==> config.mk <==
export PLATFORM = sky130hd
export DESIGN_NAME = alu_flat
export DESIGN_NICKNAME = d
export VERILOG_FILES = /design/src/rtl/alu_pkg.sv /design/src/rtl/alu_if.sv /design/src/rtl/alu_comb.sv /design/src/rtl/alu.sv /design/src/flat_wrapper.sv
export SDC_FILE = /design/constraint.sdc
export NUM_CORES = 1
export LEC_CHECK = 0
export CORE_MARGIN = 2
export CORE_UTILIZATION = 50
export CTS_BUF_LIST = sky130_fd_sc_hd__clkbuf_4
export CTS_CLUSTER_SIZE = 14
export DETAILED_ROUTE_END_ITERATION = 8
export PLACE_DENSITY = 0.79
export SLEW_MARGIN = 5
export SYNTH_ARGS = -nofsm -noshare
export SYNTH_HDL_FRONTEND = slang
export SYNTH_SLANG_ARGS = --single-unit
==> constraint.sdc <==
create_clock -name CLK -period 1.25 [get_ports CLK]
set_input_delay 0.25 -clock CLK [delete_from_list [all_inputs] [get_ports CLK]]
set_output_delay 0.25 -clock CLK [all_outputs]
set_load 0.05 [all_outputs]
==> src/rtl/alu_pkg.sv <==
// Shared definitions for the ARK ALU: operation encoding and datapath width.
package definitions;

  localparam int DATA_WIDTH = 16;

  typedef enum logic [1:0] {
    kADD = 2'b00,
    kSUB = 2'b01,
    kAND = 2'b10,
    kXOR = 2'b11
  } op_t;

endpackage

==> src/rtl/alu_if.sv <==
// Operand/result bundle between the datapath issue logic and the ALU.
interface alu_if
  import definitions::*;
#(
  parameter int WIDTH = DATA_WIDTH
);

  op_t              OP;
  logic [WIDTH-1:0] INPUTA;
  logic [WIDTH-1:0] INPUTB;
  logic [WIDTH-1:0] OUT;
  logic             ZERO;
  logic             EQUAL;

  modport master (
    output OP, INPUTA, INPUTB,
    input  OUT, ZERO, EQUAL
  );

  modport slave (
    input  OP, INPUTA, INPUTB,
    output OUT, ZERO, EQUAL
  );

endinterface

==> src/rtl/alu_comb.sv <==
// Combinational ALU core: result, zero flag and operand equality for one operation.
module alu_comb
  import definitions::*;
#(
  parameter int WIDTH = DATA_WIDTH
) (
  input  op_t              OP,
  input  logic [WIDTH-1:0] INPUTA,
  input  logic [WIDTH-1:0] INPUTB,
  output logic [WIDTH-1:0] result,
  output logic             zero,
  output logic             equal
);

  always_comb begin
    result = '0;
    unique case (OP)
      kADD: result = INPUTA + INPUTB;
      kSUB: result = INPUTA - INPUTB;
      kAND: result = INPUTA & INPUTB;
      kXOR: result = INPUTA ^ INPUTB;
      default: result = '0;
    endcase
  end

  // zero is taken from this cycle's result so it always pairs with the same OUT value
  assign zero  = (result == '0);
  assign equal = (INPUTA == INPUTB);

endmodule

==> src/rtl/alu.sv <==
// Registered ALU: one clock of latency from operand sampling to OUT/ZERO/EQUAL.
module alu
  import definitions::*;
#(
  parameter int WIDTH = DATA_WIDTH
) (
  input  logic   CLK,
  input  logic   RESET_N,
  alu_if.slave   bus
);

  logic [WIDTH-1:0] result;
  logic             zero;
  logic             equal;

  alu_comb #(.WIDTH(WIDTH)) u_comb (
    .OP     (bus.OP),
    .INPUTA (bus.INPUTA),
    .INPUTB (bus.INPUTB),
    .result (result),
    .zero   (zero),
    .equal  (equal)
  );

  always_ff @(posedge CLK or negedge RESET_N) begin
    if (!RESET_N) begin
      bus.OUT   <= '0;
      bus.ZERO  <= 1'b1;
      bus.EQUAL <= 1'b0;
    end else begin
      bus.OUT   <= result;
      bus.ZERO  <= zero;
      bus.EQUAL <= equal;
    end
  end

endmodule

==> src/flat_wrapper.sv <==
// flat-port wrapper written by rule: the top's interface ports become plain ports
module alu_flat import definitions::*;
#(
  parameter int WIDTH = DATA_WIDTH
)
  (CLK, RESET_N, bus_OP, bus_INPUTA, bus_INPUTB, bus_OUT, bus_ZERO, bus_EQUAL);
  alu_if #(.WIDTH(WIDTH)) bus_i ();
  input  logic CLK;
  input  logic RESET_N;
  input wire logic [$bits(bus_i.OP)-1:0] bus_OP;
  input wire logic [$bits(bus_i.INPUTA)-1:0] bus_INPUTA;
  input wire logic [$bits(bus_i.INPUTB)-1:0] bus_INPUTB;
  output wire logic [$bits(bus_i.OUT)-1:0] bus_OUT;
  output wire logic [$bits(bus_i.ZERO)-1:0] bus_ZERO;
  output wire logic [$bits(bus_i.EQUAL)-1:0] bus_EQUAL;
  assign bus_i.OP = bus_OP;
  assign bus_i.INPUTA = bus_INPUTA;
  assign bus_i.INPUTB = bus_INPUTB;
  assign bus_OUT = bus_i.OUT;
  assign bus_ZERO = bus_i.ZERO;
  assign bus_EQUAL = bus_i.EQUAL;
  alu #(.WIDTH(WIDTH)) u_core (.CLK(CLK), .RESET_N(RESET_N), .bus(bus_i));
endmodule
==> impl_metrics.csv, run 1 <==
group,metric,value,unit
clock_network,clock_sinks,18,
yosys,ys_ff_latch,18,
yosys,synth_edf_count,0,
floorplan,die_y,74.8,um
place,port_buffers,53,
floorplan,die_w,74.8,um
outcome,stop_stage,"clock tree synthesis",
place,placed_cell_area,4340,um^2
floorplan,placementRows,25,
floorplan,initial_core_util,52.3,%
yosys,async_flop_share,100,%
outcome,error,"[ERROR DPL-0033] detailed placement checks failed during check placement.",
outcome,status,"aborted with a tool error",
clock_network,cts_root_buf,"clkbuf_4",
yosys,synth.avg_cell_area,7.95,um^2
yosys,synthCells,315,
place,place_congestion,1.01,
place,dp_hpwl,7950,um
floorplan,num_io_pins,54,
clock_network,h-tree-depth,1,
clock_network,clockBufferDepth,2,
yosys,synthesis.nets,385,
clock_network,cts_resized,121,
yosys,synth.distinct_cells,70,
clock_network,holdBufCountCts,0,
yosys,synthFlopType,"dfrtp_1",
place,dp.cells,530,
clock_network,cts-buffers-inserted,3,
yosys,syn-cell-area,2500,um^2
yosys,synth-seq-area-share,18.0,%
clock_network,postCtsSetupBuffers,13,
yosys,ys.warnings.count,0,
place,place_ws,-2.22,ns
==> cell usage after synthesis (4+ instances only) <==
cell type / count / area [um^2]
a31oi_1: 4 / 25.0
buf_2: 4 / 20.0
a21oi_1: 25 / 125
clkbuf_1: 10 / 37.5
o211ai_1: 8 / 60.1
a21o_1: 4 / 30.0
a221oi_1: 4 / 35.0
nand2b_1: 5 / 31.3
nor2_1: 16 / 60.1
ha_1: 32 / 400
nor4_1: 4 / 25.0
nor3_1: 13 / 65.1
o21ai_0: 14 / 70.1
or3_1: 5 / 31.3
nor2b_1: 5 / 31.3
inv_1: 32 / 120
nand3_1: 10 / 50.1
nand2_1: 25 / 93.8
a211oi_1: 4 / 30.0
dfrtp_1: 17 / 425
==> kinds of logic after synthesis <==
kind of cell | Yosys count | synth area share [%]
buf+inv | 49 | 7.60
flops | 18 | 18.0
xor+xnor | 3 | 1.05
mux | 6 | 3.05
fa+ha+maj | 34 | 17.6
compound gates | 99 | 29.6
simple gates | 106 | 23.0
==> through the flow <==
stage / util, % / TNS [ns]
2_1_floorplan: - / -9.72
3_3_place_gp: 90.6 / -24.95
3_5_place_dp: 90.6 / -26.66
==> run 2: changes to the inputs <==
CORE_UTILIZATION = 35   (was 50)
CTS_BUF_LIST = not set   (was sky130_fd_sc_hd__clkbuf_4)
CTS_CLUSTER_SIZE = not set   (was 14)
PLACE_DENSITY = not set   (was 0.79)
PLACE_DENSITY_LB_ADDON = 0.15   (was not set)
==> impl_metrics.csv, run 2 <==
group,metric,value,unit
global_route,gr-total-overflow,0,
global_route,grt_pass1_vias,3166,
cells_and_area,antenna_cells,0,
power_and_ir_drop,seqPwrFrac,18.4,%
floorplan,num_io_pins,54,
yosys,synthTopCellsByArea,"dfrtp_1 (17%), ha_1 (16%), a21oi_1 (5.0%), inv_1 (4.8%), nand2_1 (3.7%)",
drt,vias,3188,
power_and_ir_drop,p_int,2380,uW
yosys,synth_top_cells_by_count,"ha_1 (32), inv_1 (32), a21oi_1 (25), nand2_1 (25), dfrtp_1 (17)",
drt,route.detailed.drc,0,
critical_path,path_class,"input pin to flop",
drt,routed_via_density,5.37,
place,placed_cell_area,4370,um^2
power_and_ir_drop,p_switching,1620,uW
clock_network,clkTransAtPathRegs,0.07,ns
cells_and_area,nets,569,
clock_network,h-tree-depth,1,
floorplan,die_w,88.6,um
yosys,synth_edf_count,0,
yosys,async_flop_share,100,%
yosys,synth.avg_cell_area,7.95,um^2
floorplan,die_area,7850,um^2
yosys,synthCells,315,
yosys,yosysTopAreaCell,"dfrtp_1",
place,port_buffers,53,
worst_hold_path,worst_hold_path_type,"input pin to async pin",
yosys,ys_ff_latch,18,
yosys,synthFlopType,"dfrtp_1",
clock_network,cts_root_buf,"clkbuf_8",
critical_path,slowest_delay,0.30,ns
cells_and_area,largestRegisters,"u_core.bus.OUT: 16 flops, u_core.bus.EQUAL: 1 flops, u_core.bus.ZERO: 1 flops",
yosys,ys.warnings.count,0,
yosys,synth.distinct_cells,70,
critical_path,required,1.41,ns
floorplan,die_y,88.6,um
sta,finalHoldViolCount,0,
cells_and_area,area.growth.synth_to_final,105,%
power_and_ir_drop,power_density,778,nW/um^2
power_and_ir_drop,comb_power_share,71.4,%
critical_path,cp_top_family,"simple AND/OR/NAND/NOR gates",
critical_path,critPathMaxFanout,3,
sta,min_period_over_period,218,%
sta,layout_min_cycle_time,2.73,ns
global_route,grt_max_degree,19,
power_and_ir_drop,clkPwrFrac,10.2,%
critical_path,worstPathArrival,2.89,ns
sta,setup_ws,-1.48,ns
clock_network,cts-buffers-inserted,3,
yosys,synth-seq-area-share,18.0,%
critical_path,critPathLaunchType,"input pin",
critical_path,cp_num_buf_inv,3,
power_and_ir_drop,ir_drop,0.377,mV
cells_and_area,final_common_cell,"buf_4",
place,dp_hpwl,7050,um
critical_path,path_cells,"buf_12, inv_12, ha_4, fa_2, and2b_2, o2111ai_4, a2111oi_4, buf_4, or3_1, a32o_2, nor3_2, nand4bb_1, nor4_1, nor4b_2",
yosys,syn-cell-area,2500,um^2
sta,setup_viol,17,
floorplan,initial_core_util,36.4,%
cells_and_area,design_area,5130,um^2
floorplan,placementRows,30,
cells_and_area,drive_above_1_share,59.4,%
cells_and_area,regMostFlops,"u_core.bus.OUT",
run,maxCapViolations,0,
outcome,violations,"setup timing",
global_route,grt_first_pass_wirelength,14800,um
clock_network,cts_tree,"done",
yosys,synth_top_area_share,17.0,%
clock_network,clock_sinks,18,
sta,drv_slew,0,
sta,tightest_slew,0.512,ns
global_route,antenna_found_initial,0,
drt,totalWireLength,9550,um
drt,firstDrtPassIters,4,
drt,drtAntennaViolNets,0,
global_route,grt_usage,23.8,%
critical_path,crit_slowest_cell,"or3_1",
cells_and_area,mostFrequentLayoutCells,"buf_4 (115), buf_6 (32), nand2_1 (23)",
power_and_ir_drop,p_sw_share,40.5,%
place,place_ws,-2.12,ns
clock_network,clockBufferDepth,2,
sta,slew_headroom,65.8,%
cells_and_area,largest_reg_flops,16,
power_and_ir_drop,leakage,0.00227,uW
sta,rsz0062_at_grt,"yes",
floorplan,core,6870,um^2
place,place_congestion,0.953,
yosys,synthesis.nets,385,
sta,fmax,366,MHz
critical_path,cp-end-kind,"flop",
outcome,status,"finished with violations",
drt,wl_per_cell,16.1,um
cells_and_area,nFillCells,491,
drt,drt_first_iter_violations,180,
[run 2: worst max path at each step]
stage	startpoint	endpoint	slack, ns	depth (start not counted)
2_1_floorplan	bus_INPUTA[0]	u_core.bus.ZERO$_DFF_PN1_	-1.26	12
3_3_place_gp	bus_INPUTA[0]	u_core.bus.ZERO$_DFF_PN1_	-2.07	14
3_5_place_dp	bus_INPUTA[0]	u_core.bus.ZERO$_DFF_PN1_	-2.12	14
4_1_cts	bus_INPUTA[0]	u_core.bus.ZERO$_DFF_PN1_	-1.52	14
5_1_grt	bus_INPUTA[0]	u_core.bus.ZERO$_DFF_PN1_	-1.60	14
6_report	bus_INPUTA[0]	u_core.bus.ZERO$_DFF_PN1_	-1.48	14
[run 2: power by group through the flow]
stage	combinational, uW	clock [uW]	sequential [uW]
detailed placement	2340	0	749
global route	3020	437	742
global placement	2310	0	743
floorplan	916	0	998
finish	2850	407	736
CTS	2630	411	739
[run 2: cell families (layout without fill, tap and decap cells)]
family          count (synthesis)  count (layout)  synth area share [%]
simple gates                  106             106                  23.0
compound gates                 99              99                  29.6
buf+inv                        49             232                  7.60
fa+ha+maj                      34              34                  17.6
flops                          18              18                  18.0
mux                             6               6                  3.05
xor+xnor                        3               3                  1.05
[run 2: through the flow]
stage / util, % / std cells / TNS [ns] / total power (uW) / hold slack, ns
CTS: 71.2 / 587 / -14.99 / 3780 / 0.326
floorplan: - / 315 / -9.72 / 1910 / -0.0456
global route: 74.8 / 594 / -15.79 / 4200 / 0.339
global placement: 63.6 / 560 / -25.39 / 3050 / 0.593
detailed placement: 63.6 / 560 / -25.93 / 3090 / 0.593
finish: 74.8 / 594 / -14.72 / 3990 / 0.321
[run 2: repair_timing]
| item | 4_1_cts | 5_1_grt |
|---|---|---|
| pin swaps | 50 | 39 |
| setup buffers | 25 | 10 |
| setup endpoints to repair | 18 | 17 |
| resized for setup | 151 | 50 |
| hold buffers | 0 | 0 |
| endpoints found under the hold margin | 0 | 0 |
[run 2: final cells by class]
type	count	area [um^2]	area share, %
Timing Repair Buffer	195	1870	36.4
Sequential cell	18	452	8.80
Multi-Input combinational cell	248	2490	48.6
Tap cell	96	120	2.34
Clock buffer	4	45.0	0.877
Inverter	33	154	3.00
[run 2: per-layer routing]
layer	routed length, um	vias to the layer above	GRT usage [%]	part of all wire [%]
met5	0	-	0	0
met4	257	0	7.99	2.7
met3	387	25	2.24	4.1
met2	4950	113	42.7	52
met1	3950	1521	29.8	41
li1	-	1529	-	-
Power figures use the tool's default switching activity.
==> run 3: changes to the inputs <==
DONT_BUFFER_PORTS = 1   (was not set)
==> impl_metrics.csv, run 3 (synthesis gave the netlist of run 2 again) <==
group,metric,value,unit
place,placed_cell_area,3510,um^2
floorplan,die_area,7850,um^2
cells_and_area,instances_no_fill,503,
floorplan,placementRows,30,
sta,fmax,410,MHz
floorplan,die_w,88.6,um
cells_and_area,regMostFlops,"u_core.bus.OUT",
floorplan,initial_core_util,36.4,%
clock_network,h-tree-depth,1,
sta,drv_slew,0,
run,maxCapViolations,0,
drt,drt_first_iter_violations,98,
power_and_ir_drop,power_density,799,nW/um^2
cells_and_area,area.growth.synth_to_final,61.5,%
cells_and_area,largest_reg_flops,16,
global_route,grt_max_degree,34,
clock_network,cts_root_buf,"clkbuf_8",
critical_path,path_class,"input pin to flop",
power_and_ir_drop,leakage,0.00176,uW
place,dp_hpwl,6180,um
floorplan,core,6870,um^2
cells_and_area,drive_above_1_share,50.9,%
cells_and_area,final_common_cell,"buf_4",
drt,route.detailed.drc,0,
sta,rsz0062_at_grt,"yes",
clock_network,clkTransAtPathRegs,0.06,ns
place,port_buffers,0,
worst_hold_path,worst_hold_path_type,"input pin to flop",
place,place_congestion,0.875,
cells_and_area,antenna_cells,0,
place,dp.cells,486,
floorplan,die_y,88.6,um
critical_path,cp-end-kind,"flop",
outcome,violations,"setup timing",
drt,drtAntennaViolNets,0,
clock_network,cts-buffers-inserted,3,
power_and_ir_drop,p_total,3230,uW
clock_network,clock_sinks,18,
sta,setup_ws,-1.19,ns
sta,min_period_over_period,195,%
critical_path,worstPathArrival,2.60,ns
cells_and_area,nets,478,
critical_path,required,1.41,ns
global_route,grt_pass1_vias,2583,
cells_and_area,design_area,4040,um^2
sta,tightest_slew,0.728,ns
drt,vias,2730,
sta,finalHoldViolCount,0,
global_route,gr-total-overflow,0,
outcome,status,"finished with violations",
drt,totalWireLength,7900,um
floorplan,num_io_pins,54,
clock_network,cts_tree,"done",
sta,slew_headroom,51.3,%
cells_and_area,mostFrequentLayoutCells,"buf_4 (82), nand2_1 (23), ha_1 (21)",
global_route,grt_first_pass_wirelength,12500,um
drt,wl_per_cell,15.7,um
global_route,grt_usage,19.8,%
sta,layout_min_cycle_time,2.44,ns
critical_path,critPathMaxFanout,3,
drt,firstDrtPassIters,4,
drt,routed_via_density,5.43,
global_route,antenna_found_initial,0,
cells_and_area,largestRegisters,"u_core.bus.OUT: 16 flops, u_core.bus.EQUAL: 1 flops, u_core.bus.ZERO: 1 flops",
critical_path,critPathLaunchType,"input pin",
sta,setup_viol,16,
power_and_ir_drop,ir_drop,0.452,mV
clock_network,clockBufferDepth,2,
## run 3: cell types whose count changed in the layout (fill, tap and decap cells not counted), sizes merged
cell           previous run  this run
clkbuf                    5         4
clkdlybuf4s15             5         0
buf                     172       103
dlygate4sd3               0         1
dlygate4sd2              12         0
clkdlybuf4s50             5         0
## run 3: metrics by stage
step | hold WS, ns | setup slack (ns) | util [%] | TNS [ns]
finish | 0.220 | -1.19 | 58.9 | -10.47
global route | 0.218 | -1.38 | 58.9 | -11.62
CTS | 0.246 | -1.21 | 54.5 | -9.89
detailed placement | -0.0453 | -1.46 | 51.1 | -14.75
global placement | -0.0453 | -1.45 | 51.1 | -14.76
floorplan | -0.0456 | -1.26 | - | -9.72
## run 3: layout make-up
| type | instances | area, um^2 |
|---|---|---|
| tap | 96 | 120 |
| clock buffer | 4 | 55.1 |
| sequential | 18 | 452 |
| fill | 603 | 2830 |
| inverter | 33 | 174 |
| timing repair buffer | 104 | 871 |
| multi-input combinational | 248 | 2370 |
## run 3: critical path, cell delays in order
cell       delay [ns]
inv_12           0.03
ha_4             0.12
fa_2             0.20
and2b_2          0.24
o2111ai_4        0.25
a2111oi_4        0.13
or3_1            0.32
a32o_1           0.28
nor3_1           0.20
nand4bb_1        0.13
nor4_1           0.23
nor4b_2          0.22
## run 3: what timing repair did
| action | 4_1_cts | 5_1_grt |
|---|---|---|
| endpoints found under the hold margin | 18 | 0 |
| setup buffers | 4 | 17 |
| pin swaps | 11 | 34 |
| resized for setup | 34 | 50 |
| hold buffers | 1 | 0 |
| endpoints found under the setup margin | 16 | 17 |
## run 3: where the power goes
group | switching [uW] | internal [uW]
Clock | 169 | 279
Combinational | 847 | 943
Sequential | 331 | 661
Total | 1350 | 1880
## run 3: worst paths after layout
| path | start | cells after the start | endpoint | slack (ns) |
|---|---|---|---|---|
| max in group asynchronous | RESET_N | 1 | u_core.bus.OUT[6]$_DFF_PN0_ | 0.29 |
| min | bus_OP[1] | 2 | u_core.bus.OUT[2]$_DFF_PN0_ | 0.22 |
| min in group asynchronous | RESET_N | 1 | u_core.bus.OUT[2]$_DFF_PN0_ | 0.51 |
| max | bus_INPUTA[0] | 12 | u_core.bus.ZERO$_DFF_PN1_ | -1.19 |
## run 3: layer usage
layer / GRT usage [%] / up-vias / part of all wire (%) / wire length (um)
met2: 33.4 / 80 / 48 / 3760
met1: 28.8 / 1299 / 47 / 3680
met3: 0.746 / 4 / 5.0 / 397
met5: 0 / - / 0 / 0
met4: 2.89 / 0 / 0.65 / 51
li1: - / 1347 / - / -
==> run 4: changes to the inputs <==
DONT_BUFFER_PORTS = not set   (was 1)
GPL_ROUTABILITY_DRIVEN = 0   (was not set)
GPL_TIMING_DRIVEN = 0   (was not set)
==> impl_metrics.csv, run 4 (synthesis gave the netlist of run 2 again) <==
group,metric,value,unit
critical_path,slowest_delay,0.30,ns
floorplan,core,6870,um^2
clock_network,cts_root_buf,"clkbuf_8",
drt,drtAntennaViolNets,0,
global_route,grt_usage,21.2,%
cells_and_area,regMostFlops,"u_core.bus.OUT",
floorplan,num_io_pins,54,
drt,routed_via_density,5.65,
cells_and_area,instances_no_fill,517,
floorplan,die_w,88.6,um
clock_network,clockBufferDepth,2,
sta,setup_ws,-1.47,ns
power_and_ir_drop,leakage,0.00193,uW
critical_path,path_class,"input pin to flop",
cells_and_area,largestRegisters,"u_core.bus.OUT: 16 flops, u_core.bus.EQUAL: 1 flops, u_core.bus.ZERO: 1 flops",
sta,fmax,368,MHz
clock_network,cts-buffers-inserted,3,
sta,drv_slew,0,
place,dp_hpwl,5900,um
drt,firstDrtPassIters,5,
drt,totalWireLength,8650,um
global_route,grt_max_degree,19,
critical_path,endpoint,"u_core.bus.ZERO$_DFF_PN1_",
drt,wl_per_cell,16.7,um
floorplan,placementRows,30,
clock_network,clkTransAtPathRegs,0.06,ns
critical_path,cp-end-kind,"flop",
worst_hold_path,worst_hold_path_type,"input pin to flop",
place,port_buffers,53,
cells_and_area,largest_reg_flops,16,
floorplan,initial_core_util,36.4,%
critical_path,required,1.41,ns
critical_path,critPathLaunchType,"input pin",
floorplan,die_area,7850,um^2
place,place_ws,-2.37,ns
cells_and_area,antenna_cells,0,
global_route,grt_first_pass_wirelength,13300,um
run,maxCapViolations,0,
floorplan,die_y,88.6,um
clock_network,holdBufCountCts,0,
clock_network,h-tree-depth,1,
cells_and_area,area.growth.synth_to_final,78.8,%
cells_and_area,mostFrequentLayoutCells,"buf_4 (44), nand2_1 (20), buf_6 (18), clkdlybuf4s15_2 (18)",
sta,layout_min_cycle_time,2.72,ns
global_route,antenna_found_initial,0,
cells_and_area,nFillCells,564,
critical_path,cp-startpoint,"bus_INPUTA[0]",
critical_path,path_cells,"buf_12, inv_12, ha_4, fa_2, and2b_2, o2111ai_4, a2111oi_4, buf_4, or3_1, a32o_2, nor3_2, nand4bb_1, nor4_2, nor4b_4",
clock_network,cts_tree,"done",
sta,min_period_over_period,217,%
cells_and_area,final_common_cell,"buf_4",
sta,setup_viol,17,
sta,slew_headroom,51.3,%
sta,finalHoldViolCount,0,
global_route,grt_pass1_vias,2766,
power_and_ir_drop,ir_drop,0.337,mV
global_route,gr-total-overflow,0,
critical_path,worstPathArrival,2.88,ns
power_and_ir_drop,power_density,788,nW/um^2
sta,rsz0062_at_grt,"yes",
sta,tightest_slew,0.728,ns
drt,vias,2919,
critical_path,crit_slowest_cell,"or3_1",
drt,drt_first_iter_violations,293,
cells_and_area,nets,492,
cells_and_area,multiInputGateArea,2590,um^2
clock_network,clock_sinks,18,
drt,route.detailed.drc,0,
outcome,violations,"setup timing",
place,dp.cells,464,
cells_and_area,drive_above_1_share,54.2,%
outcome,status,"finished with violations",
sta,tns,-13.12,ns
critical_path,critPathMaxFanout,2,
cells_and_area,register_area,452,um^2
==> run 4: cell count changes in the layout (fill, tap and decap cells not counted), moves of 4 or more <==
cell             previous run  this run
ha_1                       21        14
a21oi_4                     1         5
buf_4                      82        44
inv_1                      19        14
dlymetal6s2s_1              0         9
ha_4                       11        17
buf_2                       0         8
clkbuf_2                    0         6
inv_2                       5        13
clkdlybuf4s15_2             0        18
==> run 4: what timing repair did <==
item | 4_1_cts | 5_1_grt
pin swaps | 36 | 39
buffers inserted | 27 | 30
cloned | 0 | 0
gates resized for setup | 208 | 84
endpoints found under the setup margin | 36 | 18
==> run 4: area by class of cell <==
| class | instances | share of cell area (%) |
|---|---|---|
| plain buffers | 10 | 1.76 |
| inverters | 33 | 3.49 |
| repair buffers | 108 | 22.8 |
| multi-input cells | 248 | 58.0 |
| flip-flops and latches | 18 | 10.1 |
| clock buffers | 4 | 1.23 |
| well taps | 96 | 2.68 |
==> run 4: where the power goes <==
| part | leakage [uW] | internal (uW) | total (uW) | switching (uW) |
|---|---|---|---|---|
| Sequential | 0.000216 | 664 | 683 | 18.9 |
| Combinational | 0.00168 | 1060 | 2390 | 1330 |
| Clock | 0.0000288 | 280 | 457 | 178 |
==> run 4: how the worst min path moves through the flow <==
stage | startpoint | to | slack [ns] | cells past startpoint
5_1_grt | bus_INPUTB[0] | u_core.bus.OUT[0]$_DFF_PN0_ | 0.37 | 3
3_5_place_dp | RESET_N | u_core.bus.OUT[2]$_DFF_PN0_ | 0.72 | 1
6_report | bus_INPUTB[0] | u_core.bus.OUT[0]$_DFF_PN0_ | 0.37 | 3
2_1_floorplan | RESET_N | u_core.bus.EQUAL$_DFF_PN0_ | -0.05 | 0
3_3_place_gp | RESET_N | u_core.bus.OUT[2]$_DFF_PN0_ | 0.72 | 1
4_1_cts | bus_INPUTB[0] | u_core.bus.OUT[0]$_DFF_PN0_ | 0.37 | 3
==> run 4: critical path, delay by kind of cell <==
family | cells | cell delay (ns)
buffers and inverters | 3 | 0.31
AO/OA/AOI/OAI | 3 | 0.63
AND/OR/NAND/NOR | 6 | 1.37
adder cells (fa/ha/maj) | 2 | 0.31
==> run 4: metrics by stage <==
stage                     cell area [um^2]  hold slack, ns  utilization [%]  power, uW
after floorplan                       2790         -0.0456                -       1910
after global placement                3440           0.723             50.1       2450
after detailed placement              3440           0.720             50.1       2460
after CTS                             4080           0.373             59.3       3230
after global routing                  4480           0.372             65.2       3710
final                                 4480           0.374             65.2       3530
==> run 4: per-layer routing <==
layer / GRT usage, % / vias to the layer above / share of wire, %
li1: - / 1377 / -
met1: 27.5 / 1390 / 42
met2: 38.1 / 134 / 49
met3: 1.77 / 18 / 7.0
met4: 4.96 / 0 / 1.8
met5: 0 / - / 0
==> variant (config.mk and constraints of run 3) <==
The package constant `DATA_WIDTH` goes from 16 to 12.
--- a/src/rtl/alu_pkg.sv
+++ b/src/rtl/alu_pkg.sv
@@ -2,5 +2,5 @@
 package definitions;
 
-  localparam int DATA_WIDTH = 16;
+  localparam int DATA_WIDTH = 12;
 
   typedef enum logic [1:0] {
Ports: changed (resized bus_INPUTA, bus_INPUTB and bus_OUT); port bits go from 54 to 42. No check against the original RTL was run, so the function may have changed too.
==> variant against run 3 <==
  * The flow still finishes with violations (setup timing)
  * Synthesized cell count shrank 32%
  * Final cell count decreased by 30%
  * Wire length shrank 34%
  * Setup slack worse by 0.043 ns
  * Core utilization is 1.6 points lower
  * Power shrank 29%
  * Sequential power shrank 23%
  * Sequential share of layout area up 1.7 points
  * Design area decreased by 32%
  * Area after synthesis is 30% lower
  * Hold slack gained 0.030 ns
  * Die area fell by 28%
  * Sequential cell count decreased by 4
==> variant: results (changes against run 3) <==
* Outcome: finished with violations
* Distinct cell type count after synthesis at 61 (-13%)
* Mapped Nets at 267 (-31%)
* Setup violators final at 12 (-4)
* Clock share of power at 15.5% (+1.6 points)
* HP Class: in -> reg
* Int Pwr at 1.39 mW (-26%)
* Post_cts resized at 10 (-71%)
* Yosys warning count at 0 (unchanged)
* Antenna diodes at 0 (unchanged)
* CP Max Fanout at 2 (-1)
* Most frequent cells after synthesis: ha_1 (23), inv_1 (20), nor2_1 (17)
* Wl on met1 at 2480 µm (-33%)
* First-pass GRT wire length at 8110 µm (-35%)
* Initial antenna violation count at 0 (unchanged)
* Clock Tree Buf Depth at 2 (unchanged)
* Setup ws final at -1.23 ns (-0.0431 ns)
* Maximum VDD drop at 0.419 mV (-7.3%)
* Clk root buf: clkbuf_8
* Biggest regs: u_core.bus.OUT: 12 flops, u_core.bus.EQUAL: 1 flops, u_core.bus.ZERO: 1 flops
* Top cells by area, synth: dfrtp_1 (18%), ha_1 (16%), inv_1 (4.3%), a21oi_1 (4.0%), nor2_1 (3.6%)
* Asr flop ratio synth at 100% (unchanged)
* Seq/Total Area, Yosys at 20.0% (+1.9 points)
* DR pass1 iterations at 6 (+2)
* Dpl cell area at 2400 µm² (-32%)
* Met1 GRT Util at 27.8% (-1.0 points)
* Routed vias/inst at 5.32 (-2.0%)
* Met3 WL at 215 µm (-46%)
* Vias in the first global route at 1,724 (-33%)
* Max incr delay on CP at 0.47 ns (+0.15 ns)
* All-Layer GR Usage at 18.5% (-1.3 points)
* Met2 wire len at 2470 µm (-34%)
* RD Place Congestion at 0.875 (about the same)
* Num CTS Buffers at 3 (unchanged)
* Largest net degree at the start of global routing at 42 (+24%)
* Fill count at 438 (-27%)
* Sequential power at 765 µW (-23%)
* Post-route total power at 2.31 mW (-29%)
* Worst rel slew slack at 63.6% (+12 points)
* H-Tree Depth at 1 (unchanged)
* Share of layout cells above drive strength 1 at 45.6% (-5.3 points)
* DP HPWL at 3980 µm (-36%)
* Met3 Resource Use GR at 1.20% (+0.46 points)
* Slowest-stage cell, CP: mux4_2
* Failing checks: setup timing
* Setup Fix Bufs, Post-CTS at 1 (-3)
* Total wire length at 5200 µm (-34%)
* # nets final at 337 (-29%)
* Grt met2 use at 28.4% (-5.0 points)
* 1st-iter DRT viols at 65 (-34%)
* Leakage at 1.24 nW (-30%)
==> variant: per-stage QoR <==
stage | setup TNS, ns | std cells | util (%) | setup slack, ns | hold WS (ns)
detailed placement | -9.35 | 336 | 50.2 | -1.50 | -0.0453
global placement | -8.92 | 336 | 50.2 | -1.46 | -0.0453
finish | -6.69 | 350 | 57.3 | -1.23 | 0.249
floorplan | -5.75 | 214 | - | -1.36 | -0.0456
global route | -7.49 | 350 | 57.3 | -1.29 | 0.253
CTS | -6.11 | 342 | 52.7 | -1.26 | 0.217
==> variant: worst min path at each step <==
stage	from	end	slack [ns]	cells past startpoint
after floorplan	RESET_N	u_core.bus.EQUAL	-0.05	0
after global placement	RESET_N	u_core.bus.OUT[2]	-0.05	0
after detailed placement	RESET_N	u_core.bus.OUT[0]	-0.05	0
after CTS	bus_OP[0]	u_core.bus.OUT[1]	0.22	1
after global routing	bus_OP[1]	u_core.bus.OUT[2]	0.25	2
final	bus_OP[1]	u_core.bus.OUT[2]	0.25	2
==> variant: area by class of cell <==
type | count | share of cell area, %
well taps | 67 | 3.06
repair buffers | 76 | 21.3
multi-input cells | 168 | 58.0
inverters | 21 | 3.15
clock buffers | 4 | 1.64
flip-flops and latches | 14 | 12.8
==> variant: cells by family (layout without fill, tap and decap cells) <==
| family | Yosys count | after routing | synth area share [%] |
|---|---|---|---|
| xor+xnor | 1 | 1 | 0.498 |
| simple gates | 67 | 67 | 20.3 |
| mux | 5 | 5 | 3.62 |
| buf+inv | 32 | 101 | 7.75 |
| flops | 14 | 14 | 20.0 |
| fa+ha+maj | 25 | 25 | 18.6 |
| compound gates | 70 | 70 | 29.2 |
